--- config.mk ---
export PLATFORM = sky130hd
export DESIGN_NAME = trng_collector
export DESIGN_NICKNAME = d
export VERILOG_FILES = /design/src/rtl/trng_collector_pkg.sv /design/src/rtl/trng_collector_debias.sv /design/src/rtl/trng_collector.sv
export SDC_FILE = /design/constraint.sdc
export NUM_CORES = 1
export LEC_CHECK = 0
export BUFFER_PORTS_ARGS = -buffer_cell sky130_fd_sc_hd__buf_2
export CAP_MARGIN = 0
export CORE_MARGIN = 5
export CORE_UTILIZATION = 30
export DETAILED_ROUTE_END_ITERATION = 16
export HOLD_SLACK_MARGIN = 0.1
export PLACE_DENSITY_LB_ADDON = 0.12
export SYNTH_ARGS = -nofsm -noshare
export SYNTH_HDL_FRONTEND = slang
export SYNTH_SLANG_ARGS = --single-unit
--- constraint.sdc ---
create_clock -name clock -period 2.53 [get_ports clock]
set_input_delay 0.253 -clock clock [delete_from_list [all_inputs] [get_ports clock]]
set_output_delay 0.253 -clock clock [all_outputs]
set_load 0.005 [all_outputs]
--- src/rtl/trng_collector_pkg.sv ---
// rtl/trng_collector_pkg.sv - shared defaults and FSM encodings for the TRNG collector.
// Optional repetition health test is enabled by defining TRNG_HEALTH_EN.
package trng_collector_pkg;

  localparam int TRNG_WORD_WIDTH = 8;
  localparam int TRNG_DROP_W     = 16;
  localparam int TRNG_REP_LIMIT  = 32;

  typedef enum logic [1:0] {
    ST_IDLE    = 2'd0,
    ST_COLLECT = 2'd1,
    ST_STALL   = 2'd2
  } state_e;

endpackage

--- src/rtl/trng_collector_debias.sv ---
// rtl/trng_collector_debias.sv - von Neumann extractor, one registered output bit per unequal pair.
// Deasserting enable drops any half-collected pair.
module von_neumann_debias (
  input  logic clock,
  input  logic reset,
  input  logic enable,
  input  logic raw_bit,
  input  logic raw_valid,
  output logic db_bit,
  output logic db_valid
);

  logic pair_full_q;
  logic first_q;
  logic db_bit_q;
  logic db_valid_q;

  always_ff @(posedge clock or posedge reset) begin
    if (reset) begin
      pair_full_q <= 1'b0;
      first_q     <= 1'b0;
      db_bit_q    <= 1'b0;
      db_valid_q  <= 1'b0;
    end else begin
      db_valid_q <= 1'b0;
      if (!enable) begin
        pair_full_q <= 1'b0;
      end else if (raw_valid) begin
        if (!pair_full_q) begin
          first_q     <= raw_bit;
          pair_full_q <= 1'b1;
        end else begin
          pair_full_q <= 1'b0;
          // 01 -> 0, 10 -> 1: the emitted bit equals the first bit of the pair
          if (first_q != raw_bit) begin
            db_valid_q <= 1'b1;
            db_bit_q   <= first_q;
          end
        end
      end
    end
  end

  assign db_bit   = db_bit_q;
  assign db_valid = db_valid_q;

endmodule

--- src/rtl/trng_collector.sv ---
// rtl/trng_collector.sv - debiases raw RO bits, packs them into words, hands words out via valid/ready.
// Define TRNG_HEALTH_EN to build the repetition-count health test.
module trng_collector
  import trng_collector_pkg::*;
#(
  parameter int WORD_WIDTH = TRNG_WORD_WIDTH,
  parameter int DROP_W     = TRNG_DROP_W,
  parameter int REP_LIMIT  = TRNG_REP_LIMIT
) (
  input  logic                  clock,
  input  logic                  reset,
  input  logic                  enable,
  input  logic                  raw_bit,
  input  logic                  raw_valid,
  output logic [WORD_WIDTH-1:0] word_data,
  output logic                  word_valid,
  input  logic                  word_ready,
  output logic [DROP_W-1:0]     drop_count,
  output logic                  health_fail
);

  localparam int CNT_W = (WORD_WIDTH > 2) ? $clog2(WORD_WIDTH) : 1;

  logic                  db_bit;
  logic                  db_valid;
  logic                  collect_en;
  logic                  xfer;
  logic                  out_free;
  logic [WORD_WIDTH-1:0] shifted;

  state_e                state_q;
  logic [WORD_WIDTH-1:0] shift_q;
  logic [CNT_W-1:0]      count_q;
  logic [WORD_WIDTH-1:0] word_data_q;
  logic                  word_valid_q;
  logic [DROP_W-1:0]     drop_q;

`ifdef TRNG_HEALTH_EN
  localparam int RUN_W = $clog2(REP_LIMIT + 1);

  logic [RUN_W-1:0] run_q;
  logic             last_q;
  logic             health_q;

  always_ff @(posedge clock or posedge reset) begin
    if (reset) begin
      run_q    <= '0;
      last_q   <= 1'b0;
      health_q <= 1'b0;
    end else begin
      if (enable && raw_valid) begin
        last_q <= raw_bit;
        if (run_q != '0 && raw_bit == last_q) begin
          if (run_q != RUN_W'(REP_LIMIT)) run_q <= run_q + 1'b1;
        end else begin
          run_q <= RUN_W'(1);
        end
      end
      if (run_q == RUN_W'(REP_LIMIT)) health_q <= 1'b1;
    end
  end

  assign health_fail = health_q;
`else
  assign health_fail = 1'b0;
`endif

  // A failed health test freezes collection exactly like enable=0
  assign collect_en = enable & ~health_fail;
  assign xfer       = word_valid_q & word_ready;
  assign out_free   = ~word_valid_q | xfer;
  assign shifted    = {shift_q[WORD_WIDTH-2:0], db_bit};

  von_neumann_debias u_debias (
    .clock    (clock),
    .reset    (reset),
    .enable   (collect_en),
    .raw_bit  (raw_bit),
    .raw_valid(raw_valid),
    .db_bit   (db_bit),
    .db_valid (db_valid)
  );

  always_ff @(posedge clock or posedge reset) begin
    if (reset) begin
      state_q      <= ST_IDLE;
      shift_q      <= '0;
      count_q      <= '0;
      word_data_q  <= '0;
      word_valid_q <= 1'b0;
      drop_q       <= '0;
    end else begin
      if (xfer) word_valid_q <= 1'b0;
      if (!collect_en) begin
        state_q <= ST_IDLE;
        shift_q <= '0;
        count_q <= '0;
      end else begin
        case (state_q)
          ST_IDLE: state_q <= ST_COLLECT;
          ST_COLLECT: begin
            if (db_valid) begin
              if (count_q == CNT_W'(WORD_WIDTH - 1)) begin
                count_q <= '0;
                if (out_free) begin
                  word_data_q  <= shifted;
                  word_valid_q <= 1'b1;
                end else begin
                  shift_q <= shifted;
                  state_q <= ST_STALL;
                end
              end else begin
                shift_q <= shifted;
                count_q <= count_q + 1'b1;
              end
            end
          end
          ST_STALL: begin
            if (db_valid && drop_q != {DROP_W{1'b1}}) drop_q <= drop_q + 1'b1;
            if (xfer) begin
              word_data_q  <= shift_q;
              word_valid_q <= 1'b1;
              shift_q      <= '0;
              count_q      <= '0;
              state_q      <= ST_COLLECT;
            end
          end
          default: state_q <= ST_IDLE;
        endcase
      end
    end
  end

  assign word_data  = word_data_q;
  assign word_valid = word_valid_q;
  assign drop_count = drop_q;

endmodule
== Word level (Yosys, flattened, before mapping) ==
Cells that the tools add are included.

* Add/sub/neg operators: 2
* Multiplexer cells: 36
* Eq/ne operators: 16
* Bitwise gates (word level): 4
* Reductions and logical operators: 10

{| class="wikitable"
|+ Operators by type and width
! operator !! number
|-
| 2-to-1 mux 8 bit || 9
|-
| case mux 8 bit (2 select lines) || 2
|-
| adder 16 x 1 -> 16 bit, second input constant || 1
|-
| inequality test 16 bit, second input constant || 1
|-
| 2-to-1 mux 1 bit || 13
|-
| 2-to-1 mux 3 bit || 4
|-
| AND reduction 4 bit || 3
|-
| 2-to-1 mux 2 bit || 5
|-
| inequality test 3 bit, second input constant || 3
|-
| AND reduction 3 bit || 3
|-
| inequality test 2 bit, second input constant || 3
|-
| case mux 2 bit (3 select lines) || 1
|-
| case mux 3 bit (2 select lines) || 1
|-
| AND reduction 6 bit || 1
|-
| inequality test 2 x 1 -> 1 bit, second input constant || 2
|-
| inequality test 4 bit, second input constant || 1
|-
| adder 3 x 1 -> 3 bit, second input constant || 1
|-
| == test 3 bit, second input constant || 1
|-
| inequality test 3 x 1 -> 1 bit, second input constant || 1
|-
| inequality test 3 x 2 -> 1 bit, second input constant || 1
|-
| == test 2 x 1 -> 1 bit, second input constant || 1
|-
| == test 2 bit, second input constant || 1
|-
| zero test 2 bit || 1
|-
| inverter 1 bit || 2
|-
| other kinds (6) || 6
|}

* Logic and storage cells: 78
* Bits of input ports: 6
* Register bits after elaboration: 42

== Logic depth before layout (Yosys ltp) ==
Gate-level depths: netlist of the first run.

* Word-level depth: 7
* Depth in mapped cells: 8
* Depth with buffers taken out: 6

== Hierarchy ==
A second synthesis of the first run with hierarchy kept.

* Cells, all modules: 189
* Area total of the unflattened synthesis: 2048.2 um^2

{| class="wikitable"
|+ By module, submodules not included
! module !! area an instance (um^2) !! cells an instance !! instances !! seq. area each (um^2)
|-
| trng_collector || 1865.5 || 171 || 1 || 950.9
|-
| von_neumann_debias || 182.7 || 18 || 1 || 100.1
|}

== Least setup slack after synthesis of the first run ==
OpenSTA, ideal clock, no wires.

* Path kind: register to register
* Start point: register state_q[0]
* End point: register word_data_q[0], in the netlist word_data[0]
* Data required time: 2405 ps
* Data arrival time: 1638 ps
* Setup time: 125 ps
* Cell stages (with the launch flop): 7
* Buffers on the path: 1
* Slack: 767 ps
* Path through: dfrtp_1 > inv_1 > ha_1 > buf_2 > mux2i_1 > a211oi_4 > mux2_2

* Word-level cells in the longest chain between the ends: 3
* Elaborated cells on any way between the ends: 9
* Those cells by class: 6 x eq/ne; 1 x mux; 2 x reduce/logical

{| class="wikitable"
|+ Ends and longest elaborated chain
! item !! RTL line !! text
|-
| start, declared || trng_collector.sv:31 || <nowiki>state_e state_q;</nowiki>
|-
| start signal, assigned || trng_collector.sv:86 || <nowiki>state_q <= ST_IDLE;</nowiki>
|-
| start signal, assigned || trng_collector.sv:95 || <nowiki>state_q <= ST_IDLE;</nowiki>
|-
| start signal, assigned || trng_collector.sv:100 || <nowiki>ST_IDLE: state_q <= ST_COLLECT;</nowiki>
|-
| == test 2 x 1 -> 1 bit / == test 2 bit (equally long branches) || trng_collector.sv:99 || <nowiki>case (state_q)</nowiki>
|-
| inequality test 2 x 1 -> 1 bit (no source line), or another cell as far along || - ||
|-
| AND reduction 6 bit (no source line) || - ||
|-
| end signal, assigned || trng_collector.sv:106 || <nowiki>word_data_q <= shifted;</nowiki>
|-
| end signal, assigned || trng_collector.sv:121 || <nowiki>word_data_q <= shift_q;</nowiki>
|-
| end, declared || trng_collector.sv:34 || <nowiki>logic [WORD_WIDTH-1:0] word_data_q;</nowiki>
|}

Several ways; a longest one is shown, not always the timed one.
A chain may end at the register's enable or synchronous reset.

== Final worst setup path of the first run ==
* Start point: register state_q[0]
* End point: register shift_q[0]

* Word-level cells in the longest chain between the ends: 3
* Elaborated cells on any way between the ends: 9
* Those cells by class: 6 x eq/ne; 2 x mux; 1 x reduce/logical

{| class="wikitable"
|+ Ends and longest elaborated chain
! item !! RTL line !! text
|-
| == test 2 x 1 -> 1 bit / == test 2 bit (equally long branches) || trng_collector.sv:99 ||
|-
| inequality test 4 bit (no source line), or another cell as far along || - ||
|-
| AND reduction 4 bit (no source line) / 2-to-1 mux 8 bit (equally long branches) || - ||
|-
| end signal, assigned || trng_collector.sv:109 || <nowiki>shift_q <= shifted;</nowiki>
|-
| end signal, assigned || trng_collector.sv:113 || <nowiki>shift_q <= shifted;</nowiki>
|-
| end, declared || trng_collector.sv:32 || <nowiki>logic [WORD_WIDTH-1:0] shift_q;</nowiki>
|}

Several ways; a longest one is shown, not always the timed one.

==> flow_metrics.py, run 1 <==
metrics = {
    "placed_design": {
        "port_buffers": 30,
        "dp_hpwl_um": 3183,
        "dpl.cell_count": 338,
        "gp_congestion": 0.7043,
    },
    "timing": {
        "rsz0062_at_grt": "no",
        "worst_slew_pin_slew_ns": 0.6833,
        "min_period_over_period_pct": 81.72,
        "slew_headroom_pct": 54.35,
        "setup_tns_ns": 0,
        "fmax_ghz": 0.4837,
        "fin_skew_ns": 0.003470,
        "drv_slew": 0,
        "setup_viol": 0,
        "fin_crit_ns": 2.068,
        "finalHoldViolations": 0,
    },
    "pwr": {
        "leakagePower_uw": 0.001207,
        "powerDensity_nw_per_um2": 613.6,
        "irDropWorstVdd_mv": 0.2359,
    },
    "global_routing": {
        "grt_pass1_wl_um": 7803,
        "grt_overflow": 0,
        "grt_max_degree": 43,
        "first_global_vias": 1585,
        "grt_use_total_pct": 11.14,
        "antenna_found_initial": 0,
    },
    "drt": {
        "finalWirelength_um": 4576,
        "ant_nets": 0,
        "top_layer_used": "met4",
        "vias": 1572,
        "drt_iter0_markers": 47,
        "viasPerCell": 4.543,
        "met3_length_um": 168,
        "wl_met1_um": 2407,
        "drtPass1Iterations": 4,
        "drt-wirelength-per-cell_um": 13.23,
        "drc": 0,
        "wl_met2_um": 1921,
    },
    "clock_network": {
        "cts_num_sinks": 42,
        "cts_repair_resize_count": 0,
        "postCtsHoldBufs": 0,
        "cts_setup_buffers": 0,
        "clock_path_buffers": 2,
        "cts_tree": "done",
        "cts_max_level": 2,
        "cts_buffers": 5,
        "root_buffer": "clkbuf_8",
        "clk_latency_ns": 0.29,
        "clk_pin_slew_ns": 0.08,
    },
    "worst_setup_path": {
        "startpoint_type": "flip-flop",
        "worstPathMaxFanout": 17,
        "end_kind": "flip-flop",
        "required_ns": 2.75,
        "path_class": "reg -> reg",
        "cp.arrival_ns": 2.29,
        "rrSetupSlack_ns": 0.46,
    },
    "worst_hold_path": {
        "hp-class": "in -> async",
    },
    "outcome": {
        "status": "finished, final reports clean",
    },
    "yosys": {
        "netlist_area_sq_um": 2205,
        "synth_flop_cell": "dfrtp_1",
        "async_reset_ff_share_pct": 100.0,
        "ys_seq_area_share_pct": 47.67,
        "synth_edf_count": 0,
        "syn_nets": 227,
        "syn_area_per_cell_sq_um": 10.30,
        "synth_largest_area_cell": "dfrtp_1",
        "ys_ff_latch": 42,
        "synthCells": 214,
        "synth_top_family_by_area": "simple AND/OR/NAND/NOR gates",
        "synth_adder_area_share_pct": 3.973,
        "synthTopCellsByArea": "dfrtp_1 (48%), mux2_2 (6.6%), mux2i_1 (5.4%)",
        "yosysUniqueCellTypes": 42,
        "yosys_warnings": 0,
        "yosys.area_share.simple_pct": 17.93,
        "synthMuxAreaShare_pct": 12.60,
        "synth_compound_area_share_pct": 9.932,
        "synth_most_common_cell": "dfrtp_1",
        "synthTopCellsByCount": "dfrtp_1 (42), nand2_1 (32), inv_1 (15)",
        "netlist.area_leader.share_pct": 47.67,
        "synth_xor_area_share_pct": 3.575,
    },
    "floorplanning": {
        "num_rows": 31,
        "start_util_pct": 30.56,
        "ios": 32,
        "die-area_sq_um": 9163,
        "core_sq_um": 7214,
        "fp.dieH_um": 95.73,
        "die_w_um": 95.73,
    },
    "cells_and_area": {
        "syn2layout_area_growth_pct": 15.66,
        "n_antenna_cell": 0,
        "n_fill_cell": 788,
        "final_core_util_pct": 35.35,
        "drive_gt1_share_pct": 25.10,
        "fin_cells": 346,
        "nNetsFinal": 259,
    },
    "flow_run": {
        "drv_cap": 0,
    },
}
## cell families (layout without fill, tap and decap cells)
logic type | after synthesis | in the layout
adder cells (fa/ha/maj) | 7 | 7
buffers and inverters | 22 | 55
other | 1 | 1
XOR/XNOR | 9 | 9
AND/OR/NAND/NOR | 73 | 73
multiplexers | 26 | 26
AO/OA/AOI/OAI | 34 | 34
flip-flops | 42 | 42
## cell type report
type                    count  area [sq um]  share of cell area, %
flip-flops and latches     42          1051                  41.22
well taps                  99         123.9                  4.858
inverters                  15         56.30                  2.208
repair buffers             32         165.2                  6.477
clock inverters             1         5.005                 0.1963
multi-input cells         150          1062                  41.66
clock buffers               7         86.33                  3.386
## per-stage QoR
step / cell area (sq um) / setup slack, ns / power (uW) / hold WS, ns
floorplan: 2205 / 0.7670 / 1043 / 0.3990
global route: 2550 / 0.2492 / 1667 / 0.1499
global placement: 2459 / 0.4387 / 1129 / 0.4357
finish: 2550 / 0.4624 / 1565 / 0.08014
detailed placement: 2459 / 0.4393 / 1125 / 0.4288
CTS: 2550 / 0.4318 / 1595 / 0.1002
## cells in the final DEF (no fill, tap or decap), types with 3 or more instances in the layout
cell / instances
xor2_1: 4
and4_1: 3
mux2i_1: 12
mux2_2: 13
xnor2_1: 5
nand2_1: 32
dfrtp_1: 42
clkbuf_8: 6
o21ai_0: 14
a21oi_1: 7
inv_1: 14
nand3_1: 9
nor2_1: 7
nand4_1: 4
buf_2: 30
ha_1: 7
## worst paths after layout
| path | cells past startpoint | start | to |
|---|---|---|---|
| max in group asynchronous | 3 | reset | state_q[0]$_DFFE_PP0P_ |
| worst min-delay path | 3 | reset | drop_count[9]$_DFFE_PP0P_ |
| worst max-delay path | 7 | state_q[0]$_DFFE_PP0P_ | shift_q[0]$_DFFE_PP0P_ |
| worst max register to register | 7 | state_q[0]$_DFFE_PP0P_ | shift_q[0]$_DFFE_PP0P_ |
| worst min register to register | 1 | word_data[7]$_DFFE_PP0P_ | word_data[7]$_DFFE_PP0P_ |
| min in group clock | 2 | raw_bit | u_debias.first_q$_DFFE_PP0P_ |
## where the power goes
part | leakage [uW] | switching, uW | total, uW | internal (uW)
Combinational | 0.000585 | 202 | 346 | 144
Sequential | 0.000574 | 38.2 | 760 | 722
Clock | 0.0000482 | 238 | 459 | 221
Total | 0.00121 | 479 | 1560 | 1090
## routing by layer
metal | GRT usage (%) | vias up
met5 | 0 | -
met4 | 4.621 | 0
met3 | 3.127 | 7
met2 | 16.04 | 20
met1 | 15.64 | 743
li1 | - | 802
## state kept, by name (all words and copies together), names as in the netlist
signal                count
u_debias.db_valid         1
u_debias.db_bit           1
u_debias.first_q          1
state_q                   2
word_valid                1
u_debias.pair_full_q      1
shift_q                   8
drop_count               16
word_data                 8
count_q                   3
## worst max-delay path: stages, from the launching register on
cell and delay (ns):
dfrtp_1 0.40, inv_1 0.10, ha_1 0.34, buf_4 0.27, a21boi_0 0.25, o21ai_2 0.13
o21ai_2 0.26, mux2i_1 0.24
Note: power is estimated with default switching activity, not from simulation.
==> inputs of run 2 (changes only) <==
==> constraint.sdc (replaced) <==
create_clock -name clock -period 2.01 [get_ports clock]
set_input_delay 0.201 -clock clock [delete_from_list [all_inputs] [get_ports clock]]
set_output_delay 0.201 -clock clock [all_outputs]
set_load 0.005 [all_outputs]
==> run 2 against run 1 <==
  * Fmax increased by 8.9%
  * Hold slack improved by 0.11 ns
  * Register-to-register slack got worse by 0.35 ns
  * Sequential share of layout area decreased by 1.6 points
  * Global-route usage about the same
  * Utilization increased by 1.4 points
  * Design area increased by 4.0%
  * Sequential cell count unchanged
  * Die area unchanged
  * Wire length increased by 1.3%
  * Clock power increased by 47%
==> flow_metrics.py, run 2 (synthesis results as in run 1) <==
metrics = {
    "clock_network": {
        "clk_pin_slew_ns": 0.08,
        "clock_path_buffers": 2,
        "root_buffer": "clkbuf_8",
        "cts_num_sinks": 42,
        "cts_buffers": 5,
        "cts_setup_buffers": 0,
        "cts_tree": "done",
        "clk_latency_ns": 0.29,
        "cts_max_level": 2,
    },
    "cells_and_area": {
        "n_antenna_cell": 0,
        "final_common_cell": "dfrtp_1",
        "largest_reg_flops": 16,
        "syn2layout_area_growth_pct": 20.26,
        "final_area_sq_um": 2651,
        "layout_common_cells": "dfrtp_1 (42), nand2_1 (32), buf_2 (30), inv_1 (14), o21ai_0 (14)",
        "n_fill_cell": 773,
        "nNetsFinal": 267,
        "drive_gt1_share_pct": 28.24,
    },
    "global_routing": {
        "grt_pass1_wl_um": 7969,
        "first_global_vias": 1581,
        "antenna_found_initial": 0,
        "grt_overflow": 0,
        "grt_use_total_pct": 11.14,
        "grt_max_degree": 43,
    },
    "drt": {
        "drt_iter0_markers": 64,
        "finalWirelength_um": 4634,
        "viasPerCell": 4.638,
        "drtPass1Iterations": 4,
        "vias": 1642,
        "ant_nets": 0,
        "drt-wirelength-per-cell_um": 13.09,
        "drc": 0,
    },
    "worst_setup_path": {
        "cp.arrival_ns": 2.08,
        "startpoint_type": "flip-flop",
        "r2r_cells": 6,
        "rrSetupSlack_ns": 0.11,
        "rr_endpoint": "drop_count[13]$_DFFE_PP0P_",
        "end_kind": "flip-flop",
        "crit_end": "drop_count[13]$_DFFE_PP0P_",
        "required_ns": 2.19,
        "worstPathMaxFanout": 6,
        "path_class": "reg -> reg",
        "worstPathCellList": "inv_1 > ha_2 > nand4_2 > nor4_2 > nand3_1 > mux2_1",
        "slowest_stage": "dfrtp_1",
        "slowest_delay_ns": 0.41,
        "startpoint": "state_q[0]$_DFFE_PP0P_",
        "reg2reg_from": "state_q[0]$_DFFE_PP0P_",
    },
    "floorplanning": {
        "ios": 32,
        "die-area_sq_um": 9163,
        "die_w_um": 95.73,
        "fp.dieH_um": 95.73,
        "num_rows": 31,
        "start_util_pct": 30.56,
        "core_sq_um": 7214,
    },
    "timing": {
        "drv_slew": 0,
        "fmax_ghz": 0.5269,
        "setup_tns_ns": 0,
        "slew_headroom_pct": 62.83,
        "rsz0062_at_grt": "no",
        "fin_crit_ns": 1.898,
        "min_period_over_period_pct": 94.43,
        "whs_ns": 0.1928,
        "setup_viol": 0,
        "worst_slew_pin_slew_ns": 0.5575,
        "finalHoldViolations": 0,
        "fin_skew_ns": 0.003684,
    },
    "placed_design": {
        "gp_congestion": 0.6832,
        "port_buffers": 30,
        "dp_hpwl_um": 3259,
        "place_area_sq_um": 2511,
    },
    "pwr": {
        "irDropWorstVdd_mv": 0.3566,
        "powerDensity_nw_per_um2": 801.2,
        "leakagePower_uw": 0.001273,
    },
    "worst_hold_path": {
        "hp-class": "in -> reg",
    },
    "flow_run": {
        "drv_cap": 0,
    },
    "outcome": {
        "status": "finished, final reports clean",
    },
}
-- run 2: cell types whose count changed in the layout (fill, tap and decap cells not counted), sizes merged --
cell         before  now
buf              32   39
bufinv            0    1
clkbuf            7    5
clkinv            2    3
dlygate4sd3       0    1
-- run 2: worst min-delay path by stage --
| stage | from | end | slack [ns] | cells past startpoint |
|---|---|---|---|---|
| floorplan | raw_bit | u_debias.db_valid$_DFF_PP0_ | 0.35 | 2 |
| global placement | reset | drop_count[8]$_DFFE_PP0P_ | 0.38 | 3 |
| detailed placement | reset | drop_count[10]$_DFFE_PP0P_ | 0.38 | 3 |
| CTS | raw_bit | u_debias.first_q$_DFFE_PP0P_ | 0.18 | 2 |
| global route | raw_bit | u_debias.first_q$_DFFE_PP0P_ | 0.20 | 2 |
| finish | raw_bit | u_debias.first_q$_DFFE_PP0P_ | 0.19 | 2 |
-- run 2: report_power, final --
part           internal [uW]  switching, uW
sequential               908           50.8
clock                    366            307
combinational            221            271
-- run 2: per-stage QoR --
stage,power [uW],std cells,setup WS (ns),util [%]
5_1_grt,2261,354,0.009139,36.75
4_1_cts,2147,354,0.02387,36.46
3_3_place_gp,1457,345,0.06649,34.81
2_1_floorplan,1313,214,0.2470,-
3_5_place_dp,1460,345,0.05643,34.81
6_report,2124,354,0.1119,36.75
-- run 2: layout make-up --
| class | instances | area (sq um) | area share, % |
|---|---|---|---|
| multi-input combinational | 150 | 1084 | 40.87 |
| sequential | 42 | 1051 | 39.64 |
| timing repair buffer | 40 | 227.7 | 8.589 |
| tap | 99 | 123.9 | 4.672 |
| clock buffer | 5 | 68.82 | 2.596 |
| inverter | 15 | 56.30 | 2.124 |
| clock inverter | 3 | 40.04 | 1.510 |
-- run 2: metal layers --
layer	routed length (um)	global-route usage, %
met1	2434	16.81
met2	1954	15.52
met3	191	2.424
met4	53	3.910
met5	0	0
-- run 2: critical path: cells and delay by family (launching register included) --
kind / cells / cell delay, ns
adder cells (fa/ha/maj): 1 / 0.27
multiplexers: 1 / 0.32
flip-flops: 1 / 0.41
AND/OR/NAND/NOR: 3 / 0.68
buffers and inverters: 1 / 0.11
-- run 2: what timing repair did --
action / in CTS / in global routing
resized for setup: 0 / 4
hold buffers: 1 / 0
endpoints found under the setup margin: 0 / 19
endpoints found under the hold margin: 42 / 0
==> inputs of run 3 (changes only) <==
--- a/config.mk
+++ b/config.mk
@@ -7,6 +7,7 @@
 export LEC_CHECK = 0
 export BUFFER_PORTS_ARGS = -buffer_cell sky130_fd_sc_hd__buf_2
 export CAP_MARGIN = 0
+export CORE_ASPECT_RATIO = 0.75
 export CORE_MARGIN = 5
 export CORE_UTILIZATION = 30
 export DETAILED_ROUTE_END_ITERATION = 16
==> run 3 against run 2 <==
  * Design area rose by 0.90%
  * Register-to-register slack better by 0.06 ns
  * Non-clock buffer count grew 3
  * Clock skew up 0.012 ns
  * Fmax is 3.5% higher
  * Combinational power grew 3%
  * Via count about the same
==> flow_metrics.py, run 3 (synthesis results as in run 1) <==
metrics = {
    "pwr": {
        "irDropWorstVdd_mv": 0.3366,
        "swShare_pct": 32.04,
        "leakagePower_uw": 0.001282,
        "power_frac_comb_pct": 24.6,
        "powerDensity_nw_per_um2": 771.9,
        "p_seq_share_pct": 46.4,
        "power.internal_uw": 1403,
        "pwr-share-clk_pct": 29.0,
        "p_sw_uw": 661.6,
        "power_uw": 2065,
    },
    "drt": {
        "ant_nets": 0,
        "finalWirelength_um": 4677,
        "drc": 0,
        "vias": 1643,
        "viasPerCell": 4.577,
        "drtPass1Iterations": 4,
        "drt_iter0_markers": 51,
        "drt-wirelength-per-cell_um": 13.03,
    },
    "worst_setup_path": {
        "rr_endpoint": "drop_count[13]$_DFFE_PP0P_",
        "required_ns": 2.19,
        "cp.arrival_ns": 2.01,
        "rrSetupSlack_ns": 0.18,
        "reg2reg_from": "state_q[0]$_DFFE_PP0P_",
        "worstPathMaxFanout": 5,
        "end_kind": "flip-flop",
        "r2r_cells": 6,
        "path_class": "reg -> reg",
        "startpoint": "state_q[0]$_DFFE_PP0P_",
        "startpoint_type": "flip-flop",
    },
    "global_routing": {
        "grt_max_degree": 18,
        "grt_use_total_pct": 11.29,
        "first_global_vias": 1594,
        "antenna_found_initial": 0,
        "grt_pass1_wl_um": 8252,
        "grt_overflow": 0,
    },
    "timing": {
        "slew_headroom_pct": 57.97,
        "fmax_ghz": 0.5453,
        "whs_ns": 0.1960,
        "setup_viol": 0,
        "fin_crit_ns": 1.834,
        "rsz0062_at_grt": "no",
        "worst_slew_pin_slew_ns": 0.6266,
        "setup_tns_ns": 0,
        "drv_slew": 0,
        "fin_skew_ns": 0.01547,
        "finalHoldViolations": 0,
        "min_period_over_period_pct": 91.23,
    },
    "placed_design": {
        "port_buffers": 30,
        "gp_congestion": 0.7602,
        "dp_hpwl_um": 3516,
    },
    "clock_network": {
        "cts_setup_buffers": 0,
        "cts_max_level": 2,
        "cts_tree": "done",
        "clock_path_buffers": 2,
        "cts_num_sinks": 42,
        "root_buffer": "clkbuf_8",
        "clk_latency_ns": 0.30,
        "clk_pin_slew_ns": 0.10,
        "cts_buffers": 5,
    },
    "floorplanning": {
        "start_util_pct": 30.35,
        "fp.dieH_um": 84.24,
        "core_sq_um": 7263,
        "die_w_um": 109.0,
        "die-area_sq_um": 9181,
        "ios": 32,
        "num_rows": 27,
    },
    "cells_and_area": {
        "n_antenna_cell": 0,
        "drive_gt1_share_pct": 29.46,
        "ff_latch_area_sq_um": 1051,
        "layout_common_cells": "dfrtp_1 (42), nand2_1 (32), buf_2 (30), inv_1 (14), o21ai_0 (14)",
        "syn2layout_area_growth_pct": 21.34,
        "final_core_util_pct": 36.83,
        "final_common_cell": "dfrtp_1",
        "multi_input_area_sq_um": 1084,
        "largest_reg_flops": 16,
        "n_fill_cell": 753,
        "nNetsFinal": 270,
    },
    "flow_run": {
        "drv_cap": 0,
    },
    "worst_hold_path": {
        "worstHoldEndpoint": "u_debias.first_q$_DFFE_PP0P_",
        "min_from": "raw_bit",
        "hold_depth": 2,
        "hp-class": "in -> reg",
    },
    "outcome": {
        "status": "finished, final reports clean",
    },
}
-- run 3: changes by cell type in the layout (fill, tap and decap cells not counted) --
cell	delta
inv_6	+3
buf_4	+2
clkinv_2	-2
buf_12	+1
bufinv_16	-1
ha_1	+1
ha_2	-1
nand3_1	-1
nand3_2	+1
nor3_1	-1
nor3_2	+1
o21ai_2	+1
o21ai_4	-1
-- run 3: power groups by stage --
| stage | combinational, uW | clock [uW] | sequential [uW] |
|---|---|---|---|
| 4_1_cts | 513 | 633 | 958 |
| 2_1_floorplan | 346 | 0 | 967 |
| 3_5_place_dp | 510 | 0 | 973 |
| 3_3_place_gp | 511 | 0 | 975 |
| 6_report | 508 | 599 | 958 |
| 5_1_grt | 579 | 668 | 969 |
-- run 3: worst max path at each step --
| stage | end | slack [ns] |
|---|---|---|
| floorplan | word_data[0]$_DFFE_PP0P_ | 0.25 |
| global placement | drop_count[13]$_DFFE_PP0P_ | 0.13 |
| finish | drop_count[13]$_DFFE_PP0P_ | 0.18 |
| global route | shift_q[3]$_DFFE_PP0P_ | 0.05 |
| detailed placement | drop_count[9]$_DFFE_PP0P_ | 0.09 |
| CTS | drop_count[9]$_DFFE_PP0P_ | 0.06 |
-- run 3: metal layers --
metal | GRT usage, % | part of all wire, %
met1 | 17.54 | 57
met2 | 14.99 | 37
met3 | 2.690 | 4.0
met4 | 3.784 | 1.3
met5 | 0 | 0
-- run 3: timing repair --
item / CTS / global route
setup endpoints to repair: 0 / 9
hold buffers: 1 / 0
endpoints found under the hold margin: 15 / 0
gates resized for setup: 0 / 4
-- run 3: worst max-delay path, stage by stage (launching register included) --
cell     delay [ns]
dfrtp_1        0.42
inv_1          0.11
ha_2           0.27
nand4_2        0.15
nor4_2         0.34
nand3_1        0.12
mux2_1         0.32
-- run 3: stage by stage --
stage,area (sq um),setup slack [ns],instances
after global placement,2549,0.1344,350
after detailed placement,2549,0.08625,350
after floorplan,2205,0.2470,214
after CTS,2654,0.06302,359
final,2675,0.1762,359
after global routing,2675,0.05160,359
-- run 3: cell type report --
| type | instances | share of cell area, % |
|---|---|---|
| clock inverter | 3 | 0.9822 |
| sequential | 42 | 39.29 |
| multi-input combinational | 150 | 40.51 |
| tap | 101 | 4.724 |
| timing repair buffer | 43 | 9.822 |
| inverter | 15 | 2.105 |
| clock buffer | 5 | 2.572 |
